[src/rtl/fifo_pkg.sv]
`default_nettype none
// ---------------------------------------------------------------------------
// fifo_pkg : constants and helpers shared by the FIFO read-side blocks
// Rev 1.0
// ---------------------------------------------------------------------------
package fifo_pkg;

  localparam int MAX_READ_LATENCY = 4;

  // Skid depth needed to keep one word per cycle flowing past the RAM latency
  function automatic int skid_depth(input int read_latency);
    return read_latency + 2;
  endfunction

endpackage
`default_nettype wire

[src/rtl/stream_skid_buf.sv]
`default_nettype none
// ---------------------------------------------------------------------------
// stream_skid_buf : circular word buffer with a valid/ready output stream
// Rev 1.0
// ---------------------------------------------------------------------------
module stream_skid_buf
  import fifo_pkg::*;
#(
  parameter int DATA_WIDTH = 32,
  parameter int DEPTH      = 3
) (
  input  logic                         clk_i,
  input  logic                         rst_n_i,
  input  logic                         wr_en_i,
  input  logic [DATA_WIDTH-1:0]        wr_data_i,
  output logic [DATA_WIDTH-1:0]        m_tdata_o,
  output logic                         m_tvalid_o,
  input  logic                         m_tready_i,
  output logic [$clog2(DEPTH+1)-1:0]   occ_o
);

  localparam int IDX_W = $clog2(DEPTH);
  localparam int OCC_W = $clog2(DEPTH+1);
  localparam logic [IDX_W-1:0] LAST_IDX = IDX_W'(DEPTH-1);
  localparam logic [OCC_W-1:0] FULL_OCC = OCC_W'(DEPTH);

  logic [DATA_WIDTH-1:0] mem [DEPTH];
  logic [IDX_W-1:0]      wr_idx;
  logic [IDX_W-1:0]      rd_idx;
  logic [OCC_W-1:0]      occ;
  logic                  rd_fire;

  // Indices wrap explicitly so DEPTH need not be a power of two
  function automatic logic [IDX_W-1:0] next_idx(input logic [IDX_W-1:0] idx);
    return (idx == LAST_IDX) ? '0 : idx + IDX_W'(1);
  endfunction

  assign m_tvalid_o = (occ != '0);
  assign rd_fire    = m_tvalid_o & m_tready_i;
  assign m_tdata_o  = m_tvalid_o ? mem[rd_idx] : '0;
  assign occ_o      = occ;

  always_ff @(posedge clk_i) begin
    if (!rst_n_i) begin
      wr_idx <= '0;
      rd_idx <= '0;
      occ    <= '0;
    end else begin
      if (wr_en_i) wr_idx <= next_idx(wr_idx);
      if (rd_fire) rd_idx <= next_idx(rd_idx);
      if (wr_en_i && !rd_fire)
        occ <= occ + OCC_W'(1);
      else if (!wr_en_i && rd_fire)
        occ <= occ - OCC_W'(1);
    end
  end

  always_ff @(posedge clk_i) begin
    if (rst_n_i && wr_en_i) mem[wr_idx] <= wr_data_i;
  end

  // The upstream credit scheme guarantees a free slot for every capture
  always_ff @(posedge clk_i) begin
    if (rst_n_i && wr_en_i) assert (occ != FULL_OCC);
  end

endmodule
`default_nettype wire

[src/rtl/fifo_stream_reader.sv]
`default_nettype none
// ---------------------------------------------------------------------------
// fifo_stream_reader : drains a fixed-latency FIFO read port into a stream
// Rev 1.0
// ---------------------------------------------------------------------------
module fifo_stream_reader
  import fifo_pkg::*;
#(
  parameter int DATA_WIDTH   = 32,
  parameter int READ_LATENCY = 1
) (
  input  logic                                 clk_i,
  input  logic                                 rst_n_i,
  input  logic                                 fifo_empty_i,
  output logic                                 fifo_pop_o,
  input  logic [DATA_WIDTH-1:0]                fifo_data_i,
  output logic [DATA_WIDTH-1:0]                m_tdata_o,
  output logic                                 m_tvalid_o,
  input  logic                                 m_tready_i,
  output logic [$clog2(READ_LATENCY+3)-1:0]    buf_level_o
);

  localparam int BUF_DEPTH = skid_depth(READ_LATENCY);
  localparam int LVL_W     = $clog2(BUF_DEPTH+1);

  generate
    if (READ_LATENCY < 1 || READ_LATENCY > MAX_READ_LATENCY) begin : g_bad_latency
      $error("fifo_stream_reader: READ_LATENCY out of range");
    end
  endgenerate

  logic [READ_LATENCY-1:0] tag_q;
  logic [LVL_W-1:0]        inflight;
  logic [LVL_W-1:0]        occ;
  logic [LVL_W:0]          committed;
  logic                    capture;

  assign capture   = tag_q[READ_LATENCY-1];
  assign committed = {1'b0, occ} + {1'b0, inflight};

  // Credit only from registered state so ready never reaches the FIFO pop
  assign fifo_pop_o = rst_n_i & ~fifo_empty_i & (committed < (LVL_W+1)'(BUF_DEPTH));

  always_ff @(posedge clk_i) begin
    if (!rst_n_i) begin
      tag_q    <= '0;
      inflight <= '0;
    end else begin
      tag_q[0] <= fifo_pop_o;
      for (int i = 1; i < READ_LATENCY; i++) tag_q[i] <= tag_q[i-1];
      if (fifo_pop_o && !capture)
        inflight <= inflight + LVL_W'(1);
      else if (!fifo_pop_o && capture)
        inflight <= inflight - LVL_W'(1);
    end
  end

  stream_skid_buf #(
    .DATA_WIDTH (DATA_WIDTH),
    .DEPTH      (BUF_DEPTH)
  ) u_skid (
    .clk_i      (clk_i),
    .rst_n_i    (rst_n_i),
    .wr_en_i    (capture),
    .wr_data_i  (fifo_data_i),
    .m_tdata_o  (m_tdata_o),
    .m_tvalid_o (m_tvalid_o),
    .m_tready_i (m_tready_i),
    .occ_o      (occ)
  );

  assign buf_level_o = occ;

endmodule
`default_nettype wire

[config.mk]
export PLATFORM = sky130hd
export DESIGN_NAME = fifo_stream_reader
export DESIGN_NICKNAME = d
export VERILOG_FILES = /design/src/rtl/fifo_pkg.sv /design/src/rtl/stream_skid_buf.sv /design/src/rtl/fifo_stream_reader.sv
export SDC_FILE = /design/constraint.sdc
export NUM_CORES = 1
export LEC_CHECK = 0
export CAP_MARGIN = 0
export CELL_PAD_IN_SITES_DETAIL_PLACEMENT = 1
export CELL_PAD_IN_SITES_GLOBAL_PLACEMENT = 1
export CORE_UTILIZATION = 40
export CTS_CLUSTER_SIZE = 8
export DETAILED_ROUTE_END_ITERATION = 12
export PLACE_DENSITY = 0.85
export REMOVE_ABC_BUFFERS = 1
export SYNTH_ARGS = -nofsm -noshare
export SYNTH_HDL_FRONTEND = slang
export SYNTH_SLANG_ARGS = --single-unit
[constraint.sdc]
create_clock -name clk_i -period 4.1 [get_ports clk_i]
set_input_delay 0.82 -clock clk_i [delete_from_list [all_inputs] [get_ports clk_i]]
set_output_delay 0.82 -clock clk_i [all_outputs]
set_load 0.1 [all_outputs]
==> flow_metrics.py, run 1 <==
metrics = {
    "global_route": {
        "grt_pass1_wl_um": 12900,
        "track_usage_pct": 15.5,
        "grtUsageMet2_pct": 28.2,
        "grt_busiest_layer": "met2",
        "grt_max_degree": 34,
        "grt.met3_usage_pct": 3.28,
        "met1_usage_pct": 17.7,
        "grt_overflow": 0,
        "antenna_found_initial": 0,
        "grt_pass1_vias": 2493,
    },
    "finish": {
        "fillers": 1035,
        "area_growth_pct": 21.8,
        "antenna_cells": 0,
        "fin_nets": 372,
        "fin_area_um2": 5350,
        "drive_gt1_share_pct": 28.5,
    },
    "clock_tree": {
        "clockBufferDepth": 2,
        "cts_tree": "done",
        "clkLatencyLatePin_ns": 0.36,
        "clock_sinks": 107,
        "cts_made_buffers": 9,
        "root_buffer": "clkbuf_8",
        "path_clk_slew_ns": 0.10,
        "holdBufCountCts": 0,
        "ctsResizeCount": 0,
        "cts-htree-levels": 3,
        "post-cts-setup-buffers": 0,
    },
    "worst_setup_path": {
        "worstPathRequired_ns": 3.28,
        "cp.arrival_ns": 2.41,
        "critPathLaunchType": "flip-flop",
        "crit_type": "flip-flop to output pin",
        "path_max_fanout": 33,
        "worst_setup_path_end_kind": "output pin",
    },
    "synth": {
        "synth_warnings": 0,
        "synth.distinct_cells": 24,
        "synth_top_area_share_pct": 65.6,
        "ys_top_cells_by_count": "edfxtp_1 (96), nor2_1 (38), mux2i_1 (34), mux2_4 (30), dfxtp_1 (11)",
        "ys_seq_area_share_pct": 70.7,
        "synth.avg_cell_area_um2": 17.3,
        "ys_seq_elements": 107,
        "syn_area_um2": 4390,
        "synth_area_leaders": "edfxtp_1 (66%), mux2_4 (10%), mux2i_1 (7.7%), dfxtp_1 (5.0%), nor2_1 (3.2%)",
        "synth_top_flop_cell": "edfxtp_1",
        "synth_cells": 254,
        "ys_async_sr_fraction_pct": 0,
        "synth_top_area_cell": "edfxtp_1",
        "synth_most_common_cell": "edfxtp_1",
        "synth_edf_count": 96,
    },
    "die": {
        "die_x_um": 107,
        "row_count": 37,
        "die_h_um": 107,
        "ios": 72,
        "core_um2": 10500,
        "die_area_um2": 11400,
        "initial_core_util_pct": 42.0,
    },
    "run_status": {
        "outcome": "complete, no violations",
    },
    "sta": {
        "slew_violations": 0,
        "finClkSkew_ns": 0.00874,
        "worst_slew_pin_slew_ns": 1.07,
        "setup_ws_ns": 0.873,
        "fin_crit_sh_pct": 78.7,
        "max_freq_ghz": 0.310,
        "setup_viol": 0,
        "rsz0062_at_grt": "no",
        "period_needed_ns": 3.23,
        "hold_viol": 0,
        "relSlewSlack_pct": 28.8,
    },
    "power_and_ir_drop": {
        "leakage_nw": 1.86,
        "p_per_area_nw_per_um2": 720,
        "finalPower_mw": 3.85,
        "ir_worst_vdd_mv": 0.387,
    },
    "place": {
        "dp_hpwl_um": 5620,
        "place_area_um2": 5170,
        "gp_congestion": 0.670,
        "io_buffers": 71,
        "place_ws_ns": 0.913,
    },
    "routing": {
        "drtIter0Drc": 61,
        "drt_first_pass_iters": 4,
        "drc": 0,
        "via_count": 2338,
        "routedWlPerCell_um": 18.1,
        "wl_um": 8550,
        "routed_via_density": 4.94,
        "postRouteAntennaNets": 0,
    },
    "run": {
        "cap_violations": 0,
    },
    "min_path": {
        "min_path_type": "flip-flop to flip-flop",
    },
}
==> path summary, 6_finish.rpt <==
kind | cells after the start | from | slack (ns) | to
max reg2reg | 7 | u_skid.occ_o[0] | 1.43 | inflight[1]
min | 2 | u_skid.rd_idx[0] | 0.50 | flip-flop
max | 4 | u_skid.occ_o[1] | 0.87 | m_tvalid_o
min reg2reg | 2 | u_skid.rd_idx[0] | 0.50 | flip-flop
==> worst max-delay path: stages, from the launching register on <==
cell and delay, ns:
dfxtp_1 0.48, nor2_2 0.08, buf_4 0.26, inv_1 0.09
clkdlybuf4s50_1 1.13
==> report_power, final <==
part           internal (mW)  switching [mW]  total (mW)
logic                  0.487            1.45        1.93
clock network          0.223           0.356       0.579
registers               1.26          0.0773        1.34
total                   1.97            1.88        3.85
==> layout by cell type, fill, tap and decap left out <==
cell	synthesis	layout
fa_1	1	1
nor2_1	38	36
ha_1	3	3
a21oi_1	4	4
buf_12	3	1
mux2_4	30	30
inv_1	3	3
mux2i_1	34	34
edfxtp_1	96	96
clkdlybuf4s50_1	0	38
or3_1	3	3
nand2_1	4	4
clkbuf_8	0	9
nor4_2	0	1
o21ai_0	2	2
nor3_2	0	1
dfxtp_1	11	9
clkinv_2	0	1
mux2_2	2	2
clkinvlp_4	0	4
nor2_2	0	1
a2111oi_0	2	2
nor2_4	0	1
dfxtp_2	0	2
inv_6	0	1
nor2b_1	2	2
xor2_1	4	4
clkinv_4	0	1
o21ai_2	1	1
buf_4	3	40
==> state kept, by name, summed over array words and instances (netlist names), named ones only <==
register and count:
u_skid.mem 96, u_skid.rd_idx 2, inflight 2, capture 1, u_skid.occ_o 2, u_skid.wr_idx 2
==> stage by stage <==
| stage | utilization (%) | hold slack [ns] | cells | setup TNS (ns) |
|---|---|---|---|---|
| 6_report | 51.1 | 0.499 | 473 | 0 |
| 5_1_grt | 51.1 | 0.523 | 473 | 0 |
| 4_1_cts | 51.1 | 0.505 | 473 | 0 |
| 3_5_place_dp | 49.4 | 0.486 | 457 | 0 |
| 3_3_place_gp | 49.4 | 0.471 | 457 | 0 |
| 2_1_floorplan | - | 0.454 | 242 | -24.73 |
==> layout make-up <==
class,count,area (um2),area share [%]
Clock buffer,9,124,2.32
Clock inverter,7,52.6,0.983
Inverter,3,11.3,0.211
Multi-Input combinational cell,132,1180,22.1
Sequential cell,107,3110,58.1
Tap cell,136,170,3.18
Timing Repair Buffer,79,701,13.1
==> logic make-up (layout without fill, tap and decap cells) <==
group           Yosys count  after routing  share of synthesized area (%)
mux                      66             66                           18.5
compound gates            9              9                           1.28
simple gates             49             49                           4.56
flops                   107            107                           70.7
xor+xnor                  4              4                          0.798
fa+ha+maj                 4              4                           1.31
buf+inv                  15             98                           2.88
==> metal layers <==
metal | vias up | share of wire [%]
met4 | 0 | 1.5
li1 | 1093 | -
met3 | 12 | 4.2
met1 | 1180 | 43
met2 | 53 | 52
met5 | - | 0
Note: power is estimated with default switching activity, not from simulation.
==> run 2, diff against run 1 <==
- clock period: 4.1 -> 2.7 ns (I/O delays scaled with it)
==> run 2 against run 1 <==
  * Sequential cell count did not move
  * Critical path type unchanged
  * Sequential power rose by 49%
  * Utilization rose by 3.7 points
  * Final cell count rose by 1.5%
  * Combinational power rose by 84%
  * Critical endpoint is now fifo_pop_o
==> flow_metrics.py, run 2 (synthesis gave the netlist of run 1 again) <==
metrics = {
    "run_status": {
        "outcome": "complete, no violations",
    },
    "die": {
        "die_h_um": 107,
        "core_um2": 10500,
        "ios": 72,
        "die_area_um2": 11400,
        "die_x_um": 107,
        "row_count": 37,
        "initial_core_util_pct": 42.0,
    },
    "sta": {
        "max_freq_ghz": 0.379,
        "setup_ws_ns": 0.0610,
        "fin_crit_sh_pct": 97.7,
        "setup_viol": 0,
        "finClkSkew_ns": 0.0146,
        "rsz0062_at_grt": "yes",
        "hold_viol": 0,
        "worst_slew_pin_slew_ns": 0.541,
        "period_needed_ns": 2.64,
        "slew_violations": 0,
        "relSlewSlack_pct": 63.0,
    },
    "min_path": {
        "hold_depth": 2,
        "min_path_type": "flip-flop to flip-flop",
        "min_from": "u_skid.rd_idx[0]",
    },
    "routing": {
        "wl_um": 9210,
        "drt_first_pass_iters": 4,
        "via_count": 2414,
        "postRouteAntennaNets": 0,
        "routed_via_density": 5.03,
        "routedWlPerCell_um": 19.2,
        "drtIter0Drc": 100,
        "drc": 0,
    },
    "finish": {
        "antenna_cells": 0,
        "fin_area_um2": 5740,
        "fillers": 982,
        "fin_nets": 379,
        "final-seq-area_um2": 3110,
        "multi_input_area_um2": 1220,
        "drive_gt1_share_pct": 32.0,
        "layout_commonest_cell": "edfxtp_1",
        "area_growth_pct": 30.7,
        "regMostFlops": "u_skid.mem",
        "mostFrequentLayoutCells": "edfxtp_1 (96), nor2_1 (36), clkdlybuf4s50_1 (35)",
        "largest_reg_flops": 96,
    },
    "global_route": {
        "antenna_found_initial": 0,
        "grt_max_degree": 34,
        "track_usage_pct": 17.1,
        "grt_overflow": 0,
        "grt_pass1_wl_um": 14100,
        "grt_pass1_vias": 2615,
    },
    "place": {
        "gp_congestion": 0.689,
        "io_buffers": 71,
        "place_ws_ns": 0.0133,
        "dp_hpwl_um": 6170,
        "place_area_um2": 5510,
    },
    "power_and_ir_drop": {
        "ir_worst_vdd_mv": 0.590,
        "leakage_nw": 1.99,
        "p_per_area_nw_per_um2": 1120,
    },
    "worst_setup_path": {
        "rrSetupSlack_ns": 0.29,
        "worstPathRequired_ns": 2.16,
        "regToRegEndpoint": "inflight[1]",
        "critPathLaunchType": "flip-flop",
        "path_max_fanout": 2,
        "cp.arrival_ns": 2.10,
        "worst_setup_path_end_kind": "output pin",
        "cp_cell_sequence": "ha_4, fa_2, a2111oi_4, buf_4, buf_12",
        "reg2reg_depth": 7,
        "r2r_start": "inflight[0]",
        "slowest_delay_ns": 0.48,
        "crit_type": "flip-flop to output pin",
        "slowest_stage": "fa_2",
    },
    "clock_tree": {
        "root_buffer": "clkbuf_8",
        "clockBufferDepth": 2,
        "cts_made_buffers": 9,
        "clock_sinks": 107,
        "clkLatencyLatePin_ns": 0.36,
        "cts-htree-levels": 3,
        "holdBufCountCts": 0,
        "path_clk_slew_ns": 0.10,
        "cts_tree": "done",
    },
    "run": {
        "cap_violations": 0,
    },
}
## run 2: cell types whose count changed in the layout (fill, tap and decap cells not counted), sizes merged
cell           delta
buf              +10
clkdlybuf4s50     -3
clkinv            +3
clkinvlp          -3
clkbuf            +1
inv               -1
## run 2: timing repair
action	in CTS	in global routing
gates resized for setup	3	7
pin swaps	1	2
setup endpoints to repair	2	1
buffers inserted	1	2
## run 2: power breakdown
part	total (mW)	internal (mW)	leakage, nW	switching, mW
Combinational	3.55	1.16	0.944	2.39
Clock	0.858	0.336	0.0839	0.522
Sequential	2.00	1.92	0.961	0.0784
Total	6.41	3.42	1.99	2.99
## run 2: per-stage QoR
stage | setup TNS, ns | power [mW] | hold WS [ns] | util [%] | cells
2_1_floorplan | -117.37 | 4.36 | 0.454 | - | 242
3_3_place_gp | 0 | 5.41 | 0.466 | 52.6 | 461
3_5_place_dp | 0 | 5.49 | 0.482 | 52.6 | 461
4_1_cts | 0 | 6.39 | 0.505 | 54.5 | 478
5_1_grt | -0.00575 | 6.63 | 0.541 | 54.9 | 480
6_report | 0 | 6.41 | 0.512 | 54.9 | 480
## run 2: final cells by class
type,instances,area share [%]
Inverter,3,0.196
Sequential cell,107,54.2
Clock inverter,6,0.741
Tap cell,136,2.96
Multi-Input combinational cell,132,21.2
Timing Repair Buffer,86,18.4
Clock buffer,10,2.22
## run 2: worst max-delay path: cells and delay by family, from the launching register on
family | cells | cell delay (ns)
adders and majority gates | 2 | 0.64
buffers and inverters | 2 | 0.34
DFF | 1 | 0.37
AOI/OAI and AO/OA | 1 | 0.39
## run 2: how the worst max path moves through the flow
stage	slack, ns	cells past startpoint	start	to
floorplan	-5.29	6	u_skid.occ_o[0]	inflight[1]
detailed placement	0.01	6	inflight[0]	inflight[1]
CTS	0.009	5	inflight[0]	fifo_pop_o
global placement	0.20	5	inflight[0]	fifo_pop_o
global route	-0.006	5	inflight[0]	fifo_pop_o
finish	0.06	5	inflight[0]	fifo_pop_o
## run 2: layer usage
metal	global-route usage, %	routed length [um]	part of all wire [%]
met5	0	0	0
met4	5.09	131	1.4
met3	4.13	302	3.3
met2	31.2	4980	54
met1	19.8	3800	41
